[src/rtl/mem_arbiter_pkg.sv]
// mem_arbiter_pkg: access-length codes, FSM state encoding and defaults for mem_arbiter.
package mem_arbiter_pkg;
    localparam int          ADDR_WIDTH = 32;
    localparam int          DATA_WIDTH = 32;
    localparam logic [31:0] IO_BASE_DEF = 32'h30000;
    localparam logic [1:0]  LEN_BYTE = 2'd0;
    localparam logic [1:0]  LEN_HALF = 2'd1;
    localparam logic [1:0]  LEN_WORD = 2'd2;

    typedef enum logic [2:0] {IDLE, IF_RD, LSB_RD, LSB_WR, DONE} state_t;

    // Code 3 is illegal and falls through to a word access.
    function automatic logic [2:0] nbytes(input logic [1:0] len);
        return (len == LEN_BYTE) ? 3'd1 : (len == LEN_HALF) ? 3'd2 : 3'd4;
    endfunction
endpackage

[src/rtl/mem_arbiter.sv]
// mem_arbiter: serialises IF fetches and LSB loads/stores onto the byte-wide RAM/IO port.
// Define MEM_ARB_ROUND_ROBIN_EN for round-robin tie-break; default is fixed LSB-over-IF priority.
module mem_arbiter
    import mem_arbiter_pkg::*;
#(
    parameter int          ADDR_W  = ADDR_WIDTH,
    parameter int          DATA_W  = DATA_WIDTH,
    parameter logic [31:0] IO_BASE = IO_BASE_DEF
) (
    input  logic              clk,
    input  logic              rst,
    input  logic              rdy,
    input  logic              mispredict,
    input  logic              if_req,
    input  logic [ADDR_W-1:0] if_addr,
    output logic              if_done,
    output logic [DATA_W-1:0] if_data,
    input  logic              lsb_req,
    input  logic              lsb_wr,
    input  logic [1:0]        lsb_len,
    input  logic [ADDR_W-1:0] lsb_addr,
    input  logic [DATA_W-1:0] lsb_wdata,
    output logic              lsb_done,
    output logic [DATA_W-1:0] lsb_rdata,
    input  logic [7:0]        mem_din,
    output logic [7:0]        mem_dout,
    output logic [ADDR_W-1:0] mem_a,
    output logic              mem_wr,
    input  logic              io_buffer_full
);
    state_t            state;
    logic [2:0]        cnt;
    logic [2:0]        len;
    logic [ADDR_W-1:0] addr_r;
    logic [DATA_W-1:0] wdata_r;
    logic [DATA_W-1:0] buf_r;
    logic              stall;
    logic [ADDR_W-1:0] nxt_a;
    logic [7:0]        nxt_b;
    logic [1:0]        prev;
    logic [DATA_W-1:0] merged;
    logic              blocked;
    logic              acc_blk;
    logic              grant_lsb;
    logic              grant_if;
`ifdef MEM_ARB_ROUND_ROBIN_EN
    logic              last_lsb;
`endif

    always_comb begin
        nxt_a     = addr_r + ADDR_W'(cnt);
        nxt_b     = wdata_r[{cnt[1:0], 3'b000} +: 8];
        prev      = cnt[1:0] - 2'd1;
        merged    = buf_r | (DATA_W'(mem_din) << {prev, 3'b000});
        blocked   = io_buffer_full && ((nxt_a & ADDR_W'(IO_BASE)) == ADDR_W'(IO_BASE));
        acc_blk   = io_buffer_full && ((lsb_addr & ADDR_W'(IO_BASE)) == ADDR_W'(IO_BASE));
`ifdef MEM_ARB_ROUND_ROBIN_EN
        grant_lsb = lsb_req && (mispredict ? lsb_wr : (!if_req || !last_lsb));
`else
        grant_lsb = lsb_req && (!mispredict || lsb_wr);
`endif
        grant_if  = if_req && !mispredict && !grant_lsb;
    end

    // A read paused by rdy restarts from byte 0: mem_din no longer tracks cnt after the pause.
    always_ff @(posedge clk) begin
        if (rst) begin
            state     <= IDLE;
            cnt       <= '0;
            len       <= '0;
            addr_r    <= '0;
            wdata_r   <= '0;
            buf_r     <= '0;
            stall     <= 1'b0;
            if_done   <= 1'b0;
            lsb_done  <= 1'b0;
            if_data   <= '0;
            lsb_rdata <= '0;
            mem_a     <= '0;
            mem_dout  <= '0;
            mem_wr    <= 1'b0;
`ifdef MEM_ARB_ROUND_ROBIN_EN
            last_lsb  <= 1'b0;
`endif
        end else begin
            if_done  <= 1'b0;
            lsb_done <= 1'b0;
            mem_wr   <= 1'b0;
            stall    <= !rdy;
            if (rdy) begin
                case (state)
                    IDLE: begin
                        if (grant_lsb) begin
                            state    <= lsb_wr ? LSB_WR : LSB_RD;
                            addr_r   <= lsb_addr;
                            wdata_r  <= lsb_wdata;
                            len      <= nbytes(lsb_len);
                            buf_r    <= '0;
                            mem_a    <= lsb_addr;
                            mem_dout <= lsb_wdata[7:0];
                            mem_wr   <= lsb_wr && !acc_blk;
                            cnt      <= (lsb_wr && acc_blk) ? 3'd0 : 3'd1;
`ifdef MEM_ARB_ROUND_ROBIN_EN
                            last_lsb <= 1'b1;
`endif
                        end else if (grant_if) begin
                            state    <= IF_RD;
                            addr_r   <= if_addr;
                            len      <= 3'd4;
                            buf_r    <= '0;
                            mem_a    <= if_addr;
                            cnt      <= 3'd1;
`ifdef MEM_ARB_ROUND_ROBIN_EN
                            last_lsb <= 1'b0;
`endif
                        end
                    end
                    IF_RD, LSB_RD: begin
                        if (mispredict) begin
                            state <= IDLE;
                        end else if (stall) begin
                            mem_a <= addr_r;
                            cnt   <= 3'd1;
                            buf_r <= '0;
                        end else if (cnt == len) begin
                            state <= DONE;
                            if (state == IF_RD) begin
                                if_done <= 1'b1;
                                if_data <= merged;
                            end else begin
                                lsb_done  <= 1'b1;
                                lsb_rdata <= merged;
                            end
                        end else begin
                            buf_r <= merged;
                            mem_a <= nxt_a;
                            cnt   <= cnt + 3'd1;
                        end
                    end
                    LSB_WR: begin
                        if (cnt == len) begin
                            state    <= DONE;
                            lsb_done <= 1'b1;
                        end else if (!blocked) begin
                            mem_a    <= nxt_a;
                            mem_dout <= nxt_b;
                            mem_wr   <= 1'b1;
                            cnt      <= cnt + 3'd1;
                        end
                    end
                    DONE:    state <= IDLE;
                    default: state <= IDLE;
                endcase
            end
        end
    end
endmodule

[config.mk]
export PLATFORM = sky130hd
export DESIGN_NAME = mem_arbiter
export DESIGN_NICKNAME = d
export VERILOG_FILES = /design/src/rtl/mem_arbiter_pkg.sv /design/src/rtl/mem_arbiter.sv
export SDC_FILE = /design/constraint.sdc
export NUM_CORES = 1
export LEC_CHECK = 0
export ABC_CLOCK_PERIOD_IN_PS = 3800
export CORE_ASPECT_RATIO = 1.5
export CORE_MARGIN = 4
export CORE_UTILIZATION = 45
export DETAILED_ROUTE_END_ITERATION = 7
export PLACE_DENSITY = 0.85
export SYNTH_ARGS = -nofsm -noshare
export SYNTH_HDL_FRONTEND = slang
export SYNTH_SLANG_ARGS = --single-unit
[constraint.sdc]
create_clock -name clk -period 3.8 [get_ports clk]
set_clock_uncertainty 0.2 [all_clocks]
set_input_delay 0.76 -clock clk [delete_from_list [all_inputs] [get_ports clk]]
set_output_delay 0.76 -clock clk [all_outputs]
set_load 0.05 [all_outputs]
==> summary.md <==
| Metric | Value |
|---|---|
| Status | `finished, final reports clean` |
| Max Cap Viol | `0` |
| Yosys reg bits | `213` |
| Clock Sinks | `around 210` |
| CTS Buf Count | `21` |
| First-pass GRT wire length | `45,370 µm` |
| RSZ-0062 raised after global routing | `no` |
| Worst Hold Class | `register to register` |
| Share of cells above drive strength 1 | `8.154%` |
| Antenna violations before repair | `0` |
| Sum Neg Setup Slack | `0 ns` |
| Critical-path top delay cell | `a311o_1` |
| Post-synthesis average cell area | `~8.6 µm²` |
| Via Count | `9,181` |
| Final instance area | `12,790 µm²` |
| Drt wl/cell | `18.20 µm` |
| PwrDens | `between 400 and 500 nW/µm²` |
| Max stage delay on crit path | `0.46 ns` |
| Worst-path cell chain | `ha_1 > inv_1 > fa_1 > nor2b_1 > o21bai_4 > nor3_4 > xor2_2 > a311o_1 > nand2_4 > a311oi_1` |
| I/O Pins | `221` |
| First-pass DRT Iterations | `5` |
| Utilization after layout | `60.47%` |
| Largest net degree at the start of global routing | `74` |
| P&R area growth vs syn | `32.10%` |
| Slew HR | `about 45%` |
| CP Data Arrival Time | `3.74 ns` |
| Synth Flop Type | `dfxtp_1` |
| Synthesized instance count | `1,127` |
| Die width | `about 130 µm` |
| Root buffer cell | `clkbuf_16` |
| Gr usage total | `between 20 and 25%` |
| Fin. max-slew vios | `0` |
| CTS resizes | `0` |
| Critical Path RT | `4.00 ns` |
| Met3 Wirelength | `roughly 1900 µm` |
| Initial detailed-routing violation count | `807` |
| Die Y-Extent | `roughly 190 µm` |
| Row cnt | `65` |
| Top Metal Used | `met4` |
| Remaining global-route overflow | `0` |
| Met2 WL post-DR | `14,860 µm` |
| Final Hold Viols | `0` |
| Placed Area | `between 10,000 and 15,000 µm²` |
| M1 WL | `10,600 µm` |
| RePlAce Congestion | `0.8784` |
| Post-Syn Area | `9679 µm²` |
| Port bufs | `220` |
| Final wirelength | `28,540 µm` |
| CP max FO | `27` |
| Net count reported at finish | `1,407` |
| Detail Route Antenna Nets | `0` |
| Worst Max-Slew Pin Slew | `0.8299 ns` |
| Number of global-route vias before repair | `8,996` |
| Distinct cells, synth | `74` |
| Path depth of the worst reg2reg path | `10` |
| Hold buffer count at CTS | `0` |
| Asr flop ratio synth | `0%` |
| Register area share after synthesis | `between 40% and 50%` |
| Max Fclk | `282.7 MHz` |
| H-tree levels | `1` |
| TritonCTS clock tree | `built` |
| Initial core utilization | `45.78%` |
| Critical Path Start Type | `register` |
| Critical R2R Launch | `cnt[0]` |
| DRC Markers | `0` |
| Clk pin slew, worst setup/hold paths | `~0.060 ns` |
| DP HPWL | `just under 20,000 µm` |
| Core Area | `around 21,000 µm²` |
| Drt via density | `5.855` |
| Worst-skew pair later-pin latency | `0.49 ns` |
| WP depth | `10` |
| Post-CTS setup repair buffer count | `0` |
| Setup crit start | `cnt[0]` |
| Tcrit/Tclk final | `93.09%` |
| Largest delay share family, worst path | `compound AO/OA/AOI/OAI gates` |
| Worst reg2reg path endpoint | `mem_a[0]` |
| Endpoints failing setup | `0` |
| Tmin final | `3.537 ns` |
| Worst setup EP type | `register` |
| Setup crit end | `mem_a[0]` |
| Worst Setup Path Type | `register to register` |
| EDFF count, synth | `0` |
| Die area | `23,970 µm²` |
| Number of synthesis warnings | `0` |
| Flop-to-flop setup slack | `0.26 ns` |
| Post-Syn Nets | `1,246` |
| Static Leak | `4.352 nW` |
| Peak supply drop | `between 300 and 400 µV` |
| N_diodes | `0` |
| Worst Path Buf+Inv | `1` |
| Max Root-Sink Buffers | `3` |
## worst min-delay path, cell delays in order (launching register included)
cell     delay (ns)
dfxtp_1        0.31
nand2_1        0.05
a21oi_1        0.05
## report_power, final
group          internal, W  total, W  switching (W)
registers          0.00238   0.00251       0.000126
clock network      0.00129   0.00215       0.000855
logic             0.000547   0.00144       0.000892
## layout make-up
class | instances | area [µm²]
Fill cell | 1808 | 8359
Multi-Input combinational cell | 798 | 4974
Sequential cell | 213 | 4264
Timing Repair Buffer | 242 | 2456
Clock buffer | 26 | 584.3
Tap cell | 268 | 335.3
Clock inverter | 9 | 127.6
Inverter | 12 | 45.04
## cells by family (layout without fill, tap and decap cells)
kind of cell	count (synthesis)	count (layout)	synth area share, %
AND/OR/NAND/NOR	387	387	18.19
AO/OA/AOI/OAI	343	343	24.34
flip-flops	213	213	44.05
buffers and inverters	116	289	5.119
multiplexers	51	51	6.321
XOR/XNOR	11	11	1.150
adder cells (fa/ha/maj)	6	6	0.8273
## metal layers
metal / GRT usage (%) / vias up
li1: - / 4415
met1: 25.94 / 4322
met2: 41.30 / 362
met3: 4.246 / 82
met4: 9.477 / 0
met5: 0 / -
## how the worst min path moves through the flow
stage | start | end | slack [ns] | depth (start not counted)
global route | wdata_r[9] | wdata_r[9] | 0.27 | 2
detailed placement | wdata_r[4] | wdata_r[4] | 0.25 | 2
CTS | wdata_r[4] | wdata_r[4] | 0.26 | 2
floorplan | wdata_r[16] | wdata_r[16] | 0.23 | 2
finish | wdata_r[4] | wdata_r[4] | 0.25 | 2
global placement | mem_a[19] | mem_a[19] | 0.24 | 2
## flip-flops by register name (all words and copies together), names as in the netlist, 3 cells and up
signal,flops
mem_a,32
if_data,32
buf_r,32
mem_dout,8
cnt,3
state,3
len,3
addr_r,32
lsb_rdata,32
wdata_r,32
## metrics by stage
| step | hold WS, ns | instances | power, W | setup WS (ns) |
|---|---|---|---|---|
| final | 0.2536 | 1568 | 0.006094 | 0.2626 |
| after detailed placement | 0.2472 | 1533 | 0.003984 | 0.05101 |
| after CTS | 0.2558 | 1568 | 0.006130 | 0.2757 |
| after global routing | 0.2727 | 1568 | 0.006340 | 0.03713 |
| after global placement | 0.2367 | 1533 | 0.003951 | 0.1829 |
| after floorplan | 0.2331 | 1127 | 0.003481 | 0.5414 |
## synthesized netlist by cell type, types with 8 or more instances
cell type / number / area [µm²]
a211oi_1: 107 / 803.3
a211oi_2: 18 / 225.2
a21oi_1: 123 / 615.6
and2_1: 10 / 62.56
buf_1: 19 / 71.32
buf_2: 21 / 105.1
clkbuf_1: 58 / 217.7
dfxtp_1: 213 / 4264
inv_1: 12 / 45.04
mux2i_1: 42 / 420.4
mux4_2: 8 / 180.2
nand2_1: 98 / 367.9
nand3_1: 15 / 75.07
nand4_1: 15 / 93.84
nor2_1: 162 / 608.1
nor3_1: 41 / 205.2
o21ai_0: 22 / 110.1
o31ai_1: 8 / 60.06
## placed cells by master (no fill, tap or decap), types with 5 or more instances in the layout
| cell type | synthesis | layout |
|---|---|---|
| clkdlybuf4s50_1 | 0 | 219 |
| dfxtp_1 | 213 | 213 |
| nor2_1 | 162 | 162 |
| a21oi_1 | 123 | 122 |
| a211oi_1 | 107 | 107 |
| nand2_1 | 98 | 98 |
| mux2i_1 | 42 | 42 |
| nor3_1 | 41 | 41 |
| o21ai_0 | 22 | 22 |
| clkbuf_16 | 0 | 21 |
| a211oi_2 | 18 | 18 |
| nand3_1 | 15 | 15 |
| nand4_1 | 15 | 15 |
| buf_4 | 3 | 15 |
| inv_1 | 12 | 12 |
| and2_1 | 10 | 10 |
| mux4_2 | 8 | 8 |
| o31ai_1 | 8 | 8 |
| nor2b_1 | 7 | 7 |
| a31oi_1 | 7 | 7 |
| buf_12 | 0 | 7 |
| xor2_1 | 5 | 5 |
| a221oi_1 | 5 | 5 |
| o211ai_1 | 5 | 5 |
| o22ai_1 | 5 | 5 |
| o32ai_1 | 5 | 5 |
No activity file was read; power rests on OpenSTA's default activity.
